[src/rtl/request_arbiter8.sv]
// -----------------------------------------------------------------------------
// request_arbiter8
//
// Shares one resource among 8 requesters. The winner is chosen either by fixed
// priority (client 7 highest) or by a rotating round-robin search that starts
// just below the previous winner. A grant is held until the holder drops its
// request or, when MAX_HOLD is non-zero, until the holder has owned the
// resource for MAX_HOLD consecutive cycles. Every release is followed by one
// idle cycle in which the next winner is chosen.
//
// Parameters
//   MAX_HOLD   max consecutive grant cycles per holder, 0 = unlimited (0..255)
//
// Ports
//   clk        clock, rising edge
//   rst        asynchronous reset, active-high
//   req[7:0]   level-sensitive request vector, req[i] from client i
//   rr_en      1 = round-robin, 0 = fixed priority
//   gnt[7:0]   one-hot grant, all-zero when idle
//   gnt_id     binary index of the granted client, 0 when idle
//   gnt_valid  high while a grant is active
//   timeout    one-cycle pulse when a grant is revoked by the hold limit
// -----------------------------------------------------------------------------
module request_arbiter8 #(
    parameter int unsigned MAX_HOLD = 16
) (
    input  logic       clk,
    input  logic       rst,
    input  logic [7:0] req,
    input  logic       rr_en,
    output logic [7:0] gnt,
    output logic [2:0] gnt_id,
    output logic       gnt_valid,
    output logic       timeout
);

    localparam logic [0:0] IDLE  = 1'b0;
    localparam logic [0:0] GRANT = 1'b1;

    localparam logic [7:0] HOLD_LIMIT = 8'(MAX_HOLD);

    logic [0:0] state;
    logic [7:0] hold_cnt;
    logic [2:0] last_id;

    logic [2:0] win_id;
    logic       limit_hit;

    // Winner selection. Fixed priority scans 7 down to 0; round-robin scans
    // from last_id-1 downward with 3-bit wraparound, so the previous winner is
    // the last candidate considered. With last_id = 0 both scans coincide.
    always_comb begin
        // NOTE: every variable gets a default before the loop so no path
        // leaves it unassigned and no latch is inferred.
        win_id = 3'd0;
        for (int k = 7; k >= 0; k--) begin
            logic [2:0] idx;
            idx = rr_en ? (last_id - 3'(k + 1)) : 3'(7 - k);
            // Scanning from the lowest-priority candidate upward lets the
            // last match written be the highest-priority one.
            if (req[idx]) begin
                win_id = idx;
            end
        end
    end

    assign limit_hit = (MAX_HOLD != 0) && (hold_cnt == HOLD_LIMIT);

    // NOTE: all state updates use non-blocking assignments so every register
    // samples the pre-edge values regardless of statement order.
    always_ff @(posedge clk or posedge rst) begin
        if (rst) begin
            state     <= IDLE;
            gnt       <= 8'h00;
            gnt_id    <= 3'd0;
            gnt_valid <= 1'b0;
            timeout   <= 1'b0;
            hold_cnt  <= 8'd0;
            last_id   <= 3'd0;
        end else if (state == IDLE) begin
            timeout <= 1'b0;
            if (req != 8'h00) begin
                state     <= GRANT;
                gnt       <= 8'h01 << win_id;
                gnt_id    <= win_id;
                gnt_valid <= 1'b1;
                hold_cnt  <= 8'd1;
                last_id   <= win_id;
            end
        end else begin
            // Only the holder's own request bit matters while a grant is live;
            // other clients are neither preempting nor remembered.
            if (!req[gnt_id] || limit_hit) begin
                state     <= IDLE;
                gnt       <= 8'h00;
                gnt_id    <= 3'd0;
                gnt_valid <= 1'b0;
                hold_cnt  <= 8'd0;
                timeout   <= req[gnt_id];
            end else if (hold_cnt != 8'hFF) begin
                hold_cnt <= hold_cnt + 8'd1;
            end
        end
    end

endmodule

[config.mk]
export PLATFORM = sky130hd
export DESIGN_NAME = request_arbiter8
export DESIGN_NICKNAME = d
export VERILOG_FILES = /design/src/rtl/request_arbiter8.sv
export SDC_FILE = /design/constraint.sdc
export NUM_CORES = 1
export LEC_CHECK = 0
export BUFFER_PORTS_ARGS = -buffer_cell sky130_fd_sc_hd__buf_2
export CAP_MARGIN = 20
export CORE_MARGIN = 2
export CORE_UTILIZATION = 45
export CTS_BUF_LIST = sky130_fd_sc_hd__clkbuf_8
export DETAILED_ROUTE_END_ITERATION = 7
export GPL_ROUTABILITY_DRIVEN = 0
export SLEW_MARGIN = 20
export SYNTH_ARGS = -nofsm -noshare
export SYNTH_HDL_FRONTEND = slang
export SYNTH_SLANG_ARGS = --single-unit
export TNS_END_PERCENT = 10
[constraint.sdc]
create_clock -name clk -period 5.5 [get_ports clk]
set_input_delay 1.1 -clock clk [delete_from_list [all_inputs] [get_ports clk]]
set_output_delay 1.1 -clock clk [all_outputs]
set_load 0.1 [all_outputs]
Word-level counts from Yosys, hierarchy flattened
Cells that the tools add are included.
W data, S select, Z words.
- register bits after elaboration: 25
- bits in latches: 0
- memory bits (writable): 0
- memory bits (read-only): 0
- input bits: 11
- output and inout port bits: 13
- word-level logic and storage cells: 89
- memories: 0
- add/subtract/negate cells: 8
- multipliers: 0
- divide/modulo/power cells: 0
- magnitude comparators: 9
- equality and inequality tests: 4
- shifts and indexed selects: 1
- muxes and demuxes: 52
- bitwise logic cells: 1
- reduce and logical (&&, ||, !) cells: 7
- operator list (cell ; count):
    $mux W3 ; 19
    $mux W8 ; 7
    $lt A3 B4 Y1 const B ; 9
    $bmux W1 S3 ; 9
    $mux W1 ; 17
    $sub A3 B3 Y3 const B ; 4
    $add A8 B1 Y8 const B ; 1
    $eq A8 B5 Y1 const B ; 1
    $ne A8 B8 Y1 const B ; 1
    $reduce_bool A8 Y1 ; 1
    $shl A1 B3 Y8 const A ; 1
    $reduce_and A2 Y1 ; 3
    $sub A3 B2 Y3 const B ; 2
    $ne A3 B1 Y1 const B ; 1
    $sub A3 B1 Y3 const B ; 1
    $ne A2 B1 Y1 const B ; 1
    $reduce_bool A2 Y1 ; 1
    $logic_not A1 Y1 ; 1
    $logic_or A1 B1 Y1 ; 1
    $not A1 Y1 ; 1

Longest topological paths before layout
- depth after elaboration: 14
- depth in mapped cells: 13

Worst setup path after synthesis
No wires, ideal clock.
- kind: input -> register
- start: input port rr_en
- end: register gnt[6]
- data arrival time: 3.006 ns
- path slack: 2.371 ns
- stages: 8
- path through: buf_6 -> and2_4 -> mux4_2 -> o22ai_2 -> o22ai_1 -> or3b_4 -> o21a_2 -> a32o_1
- word-level cells in the longest chain between the ends: 14
- elaborated cells between the ends (all ways): 35
- those cells by class: shift: 1; mux: 34
- ends and longest elaborated chain (item ; RTL line ; text):
    from (decl) ; 30 ; input logic rr_en,
    $mux W3 ; 58 ; idx = rr_en ? (last_id - 3'(k + 1)) : 3'(7 - k);
    $bmux W1 S3 ; 61 ; if (req[idx]) begin
    $mux W1 (not written as such) ; 61 ;
    $mux W3 (7 in series) ; 61 ;
    $mux W3 * ; 61 ;
    $shl A1 B3 Y8 * ; 84 ; gnt <= 8'h01 << win_id;
    $mux W8 * ; 82 ; if (req != 8'h00) begin
    $mux W8 * ; 80 ; end else if (state == IDLE) begin
    to (signal assigned) ; 84 ;
    to (decl) ; 31 ; output logic [7:0] gnt,
Mark *: on every way between the ends. The rest lies on a longest branch, timed or not. The select of a mux whose other input is x is not followed.
A chain may end at the register's enable or synchronous reset.

Worst setup path after layout
- start: register last_id[1]
- end: register gnt[7]
- word-level cells in the longest chain between the ends: 14
- elaborated cells between the ends (all ways): 42
- those cells by class: add/sub: 7; shift: 1; mux: 34
- ends and longest elaborated chain (item ; RTL line ; text):
    from (decl) ; 44 ; logic [2:0] last_id;
    from (signal assigned) ; 88 ; last_id <= win_id;
    $sub A3 B3 Y3 / $mux W3 (equally long branches) ; 58 ;
    $mux W3 / $bmux W1 S3 (equally long branches) ; 58, 61 ;
    $bmux W1 S3 / $mux W1 (equally long branches) ; 61 ;
    $mux W1 (not written as such) / $mux W3 (equally long branches) ; 61 ;
    $mux W3 (6 in series) ; 61 ;
    $mux W3 * ; 61 ;
    $shl A1 B3 Y8 * ; 84 ;
    $mux W8 * ; 82 ;
    $mux W8 * ; 80 ;
Marks and branches as above.

==> impl_metrics.xml <==
<?xml version="1.0" encoding="UTF-8"?>
<metrics>
  <group name="yosys">
    <metric name="synth_seq_cells" unit="">25</metric>
    <metric name="syn-cell-area" unit="sq mm">0.00207</metric>
    <metric name="yosysSeqAreaShare" unit="">0.302</metric>
    <metric name="ys_top_cells_by_area" unit="">sky130_fd_sc_hd__dfrtp_1 30%, sky130_fd_sc_hd__nand2_1 6.2%, sky130_fd_sc_hd__a32o_1 4.3%, sky130_fd_sc_hd__mux4_2 4.3%, sky130_fd_sc_hd__mux2i_1 3.4%</metric>
    <metric name="ys_dominant_reg_cell" unit="">sky130_fd_sc_hd__dfrtp_1</metric>
    <metric name="syn_nets" unit="">252</metric>
    <metric name="synth.largest_area_cell" unit="">sky130_fd_sc_hd__dfrtp_1</metric>
    <metric name="synth_warnings" unit="">0</metric>
    <metric name="number_of_enable_type_register_cells_in_the_synthesized_netlist" unit="">0</metric>
    <metric name="synthesized_netlist_cell_count" unit="">237</metric>
    <metric name="post_synth.cell_area_avg" unit="sq um">8.75</metric>
    <metric name="postSynth.asyncResetShare" unit="">1.00</metric>
    <metric name="distinct_cell_type_count_of_the_synthesized_netlist" unit="">61</metric>
    <metric name="synth_top_area_share" unit="">0.302</metric>
  </group>
  <group name="grt">
    <metric name="groute.usage.overall" unit="">0.214</metric>
    <metric name="grt_max_degree" unit="">29</metric>
    <metric name="grt_first_pass_wirelength" unit="um">8840</metric>
    <metric name="number_of_antenna_violations_at_the_first_check_in_global_routing" unit="">0</metric>
    <metric name="grt_pass1_vias" unit="">1800</metric>
    <metric name="grt_overflow_total" unit="">0</metric>
  </group>
  <group name="floorplan">
    <metric name="initial_utilization" unit="">0.473</metric>
    <metric name="top_level_ports" unit="">24</metric>
    <metric name="die-width" unit="um">71.9</metric>
    <metric name="placeableCoreArea" unit="sq mm">0.00438</metric>
    <metric name="rows" unit="">24</metric>
    <metric name="die_footprint" unit="sq mm">0.00517</metric>
    <metric name="die_y" unit="um">71.9</metric>
  </group>
  <group name="clock_network">
    <metric name="cts_tree" unit="">done</metric>
    <metric name="clkSlewWorstSetupHoldPaths" unit="ns">0.09</metric>
    <metric name="cts_hold_repair.buffers" unit="">0</metric>
    <metric name="clkSinkCount" unit="">25</metric>
    <metric name="cts-htree-levels" unit="">1</metric>
    <metric name="clk_latency" unit="ns">0.28</metric>
    <metric name="cts-root-to-sink-buffers" unit="">2</metric>
    <metric name="post_cts_setup_buffers" unit="">0</metric>
    <metric name="cts.repair.resized" unit="">0</metric>
    <metric name="cts_root_buffer" unit="">sky130_fd_sc_hd__clkbuf_8</metric>
    <metric name="cts-buffers-inserted" unit="">3</metric>
  </group>
  <group name="setup_path">
    <metric name="criticalPathCategory" unit="">flip-flop to flip-flop</metric>
    <metric name="timing.critical_path.from_type" unit="">flip-flop</metric>
    <metric name="critical_path.endpoint_type" unit="">flip-flop</metric>
    <metric name="critical_path.max_fanout" unit="">17</metric>
    <metric name="cp_data_arrival_time" unit="ns">3.69</metric>
    <metric name="timing.critical_path.required" unit="ns">5.67</metric>
  </group>
  <group name="timing">
    <metric name="hold_viol_final" unit="">0</metric>
    <metric name="finalCritPeriodShare" unit="">0.640</metric>
    <metric name="timing.final.setup_violations" unit="">0</metric>
    <metric name="fin_clk_skew" unit="ns">0.00852</metric>
    <metric name="achievable-frequency" unit="MHz">284</metric>
    <metric name="setup_repair_after_global_routing_missed_its_margin" unit="">no</metric>
    <metric name="report.final.slew_viol_count" unit="">0</metric>
    <metric name="setup_total_negative_slack" unit="ns">0</metric>
    <metric name="max_slew.worst_pin.slew" unit="ns">0.623</metric>
    <metric name="worst_slew_margin_rel" unit="">0.585</metric>
    <metric name="layout_min_cycle_time" unit="ns">3.52</metric>
  </group>
  <group name="power">
    <metric name="p_seq_frac" unit="">0.204</metric>
    <metric name="power.density" unit="mW/mm^2">675</metric>
    <metric name="clock_power_share" unit="">0.073</metric>
    <metric name="leakagePower" unit="nW">1.02</metric>
    <metric name="power.share.switching" unit="">0.567</metric>
    <metric name="p_sw" unit="W">0.000862</metric>
    <metric name="vdd.ir_drop.worst" unit="mV">0.449</metric>
    <metric name="comb_power_share" unit="">0.723</metric>
    <metric name="internal-power" unit="W">0.000659</metric>
  </group>
  <group name="job">
    <metric name="maxCapViolCount" unit="">0</metric>
  </group>
  <group name="run_status">
    <metric name="status" unit="">complete, no violations</metric>
  </group>
  <group name="layout">
    <metric name="most-common-layout-cells" unit="">34 x sky130_fd_sc_hd__nand2_1, 25 x sky130_fd_sc_hd__dfrtp_1, 23 x sky130_fd_sc_hd__buf_2</metric>
    <metric name="antenna_cells" unit="">0</metric>
    <metric name="area_growth" unit="%">8.75</metric>
    <metric name="final_layout_size_suffix_gt1_frac" unit="">0.195</metric>
    <metric name="filler_cell_count" unit="">428</metric>
    <metric name="num-nets-final" unit="">272</metric>
    <metric name="leading_cell_type_in_the_layout_fill_and_taps_excluded" unit="">sky130_fd_sc_hd__nand2_1</metric>
    <metric name="finish.cell_count_without_fillers" unit="">308</metric>
  </group>
  <group name="placement">
    <metric name="number_of_buffer_cells_added_on_primary_ports" unit="">23</metric>
    <metric name="placed_cells" unit="">303</metric>
    <metric name="detailedPlacementHpwl" unit="um">3770</metric>
  </group>
  <group name="drt">
    <metric name="drt-initial-drc-count" unit="">176</metric>
    <metric name="wl_per_cell" unit="um">17.0</metric>
    <metric name="residual_drc_count" unit="">0</metric>
    <metric name="detailroute.via_count" unit="">1899</metric>
    <metric name="dr.pass1.iters" unit="">4</metric>
    <metric name="vias_per_cell" unit="">6.17</metric>
    <metric name="drt-total-wl" unit="um">5230</metric>
    <metric name="drtAntennaViolNets" unit="">0</metric>
  </group>
  <group name="min_path">
    <metric name="hold_class" unit="">flip-flop to flip-flop</metric>
  </group>
</metrics>
[power groups by stage]
stage / logic [W] / clock network, W / registers (W)
after floorplan: 0.000703 / 0 / 0.000506
after detailed placement: 0.00109 / 0 / 0.000314
after global routing: 0.00120 / 0.000122 / 0.000324
after CTS: 0.00109 / 0.000114 / 0.000311
after global placement: 0.00110 / 0 / 0.000315
final: 0.00110 / 0.000111 / 0.000311
[registers in the layout (all words and copies together) (netlist names)]
| name | cells |
|---|---|
| gnt | 8 |
| gnt_id | 3 |
| gnt_valid | 1 |
| hold_cnt | 8 |
| last_id | 3 |
| state | 1 |
| timeout | 1 |
[critical path: stages (launching register included)]
cell and delay, ns:
sky130_fd_sc_hd__dfrtp_1 0.75, sky130_fd_sc_hd__inv_1 0.10, sky130_fd_sc_hd__ha_1 0.53, sky130_fd_sc_hd__mux2_2 0.39, sky130_fd_sc_hd__a21oi_2 0.19, sky130_fd_sc_hd__a21boi_1 0.14
sky130_fd_sc_hd__nand2b_1 0.19, sky130_fd_sc_hd__or2_1 0.25, sky130_fd_sc_hd__or3b_4 0.38, sky130_fd_sc_hd__o21a_2 0.23, sky130_fd_sc_hd__a32o_1 0.25
[cell type report]
type,instances,area [sq um],share of cell area
multi-input cells,191,1340,0.592
flip-flops and latches,25,626,0.277
repair buffers,26,145,0.0643
well taps,52,65.1,0.0288
clock buffers,3,41.3,0.0183
inverters,10,37.5,0.0166
clock inverters,1,5.00,0.00222
[synthesized netlist by cell type (all sizes together) (3+ instances only)]
cell type and number:
ha 4, mux4 4, nand3 6, o211ai 3
and3 4, a21oi 8, nand2b 5, a32o 9
inv 10, dfrtp 25, clkbuf 3, nand2 35
buf 8, nand4 5, o21ai 15, nor3 5
mux2i 7, mux2 3, xor2 6, and2 5
nor2 17, a211oi 5, o22ai 4, nor4bb 3
nor2b 4
[final timing paths]
kind	cells after the start	end	slack, ns	start
max	10	gnt[7]	1.98	last_id[1]
min	2	gnt_valid	0.49	gnt_valid
max reg2reg	10	gnt[7]	1.98	last_id[1]
min reg2reg	2	gnt_valid	0.49	gnt_valid
max in group asynchronous	3	hold_cnt[6]	4.32	rst
min in group asynchronous	2	gnt[1]	0.74	rst
[routing by layer]
layer,GRT usage,vias to the layer above,share of wire,routed length (um)
li1,-,932,-,-
met1,0.312,900,0.46,2420
met2,0.329,58,0.46,2420
met3,0.0181,9,0.052,270
met4,0.0901,0,0.022,114
met5,0,-,0,0
[per-stage QoR]
stage | worst slack [ns] | util | power (W) | hold slack, ns | cell area [sq um]
after detailed placement | 1.92 | 0.501 | 0.00140 | 0.472 | 2190
after CTS | 2.01 | 0.511 | 0.00152 | 0.498 | 2240
after floorplan | 2.37 | - | 0.00121 | 0.519 | 2070
final | 1.98 | 0.515 | 0.00152 | 0.494 | 2260
after global placement | 1.96 | 0.501 | 0.00141 | 0.465 | 2190
after global routing | 1.73 | 0.515 | 0.00164 | 0.528 | 2260
[kinds of logic after synthesis]
kind of cell | Yosys count | synth area share
buffers and inverters | 21 | 0.0543
AND/OR/NAND/NOR | 99 | 0.247
AO/OA/AOI/OAI | 66 | 0.245
flip-flops | 25 | 0.302
XOR/XNOR | 8 | 0.0338
multiplexers | 14 | 0.0935
adder cells (fa/ha/maj) | 4 | 0.0241
Power figures use the tool's default switching activity.
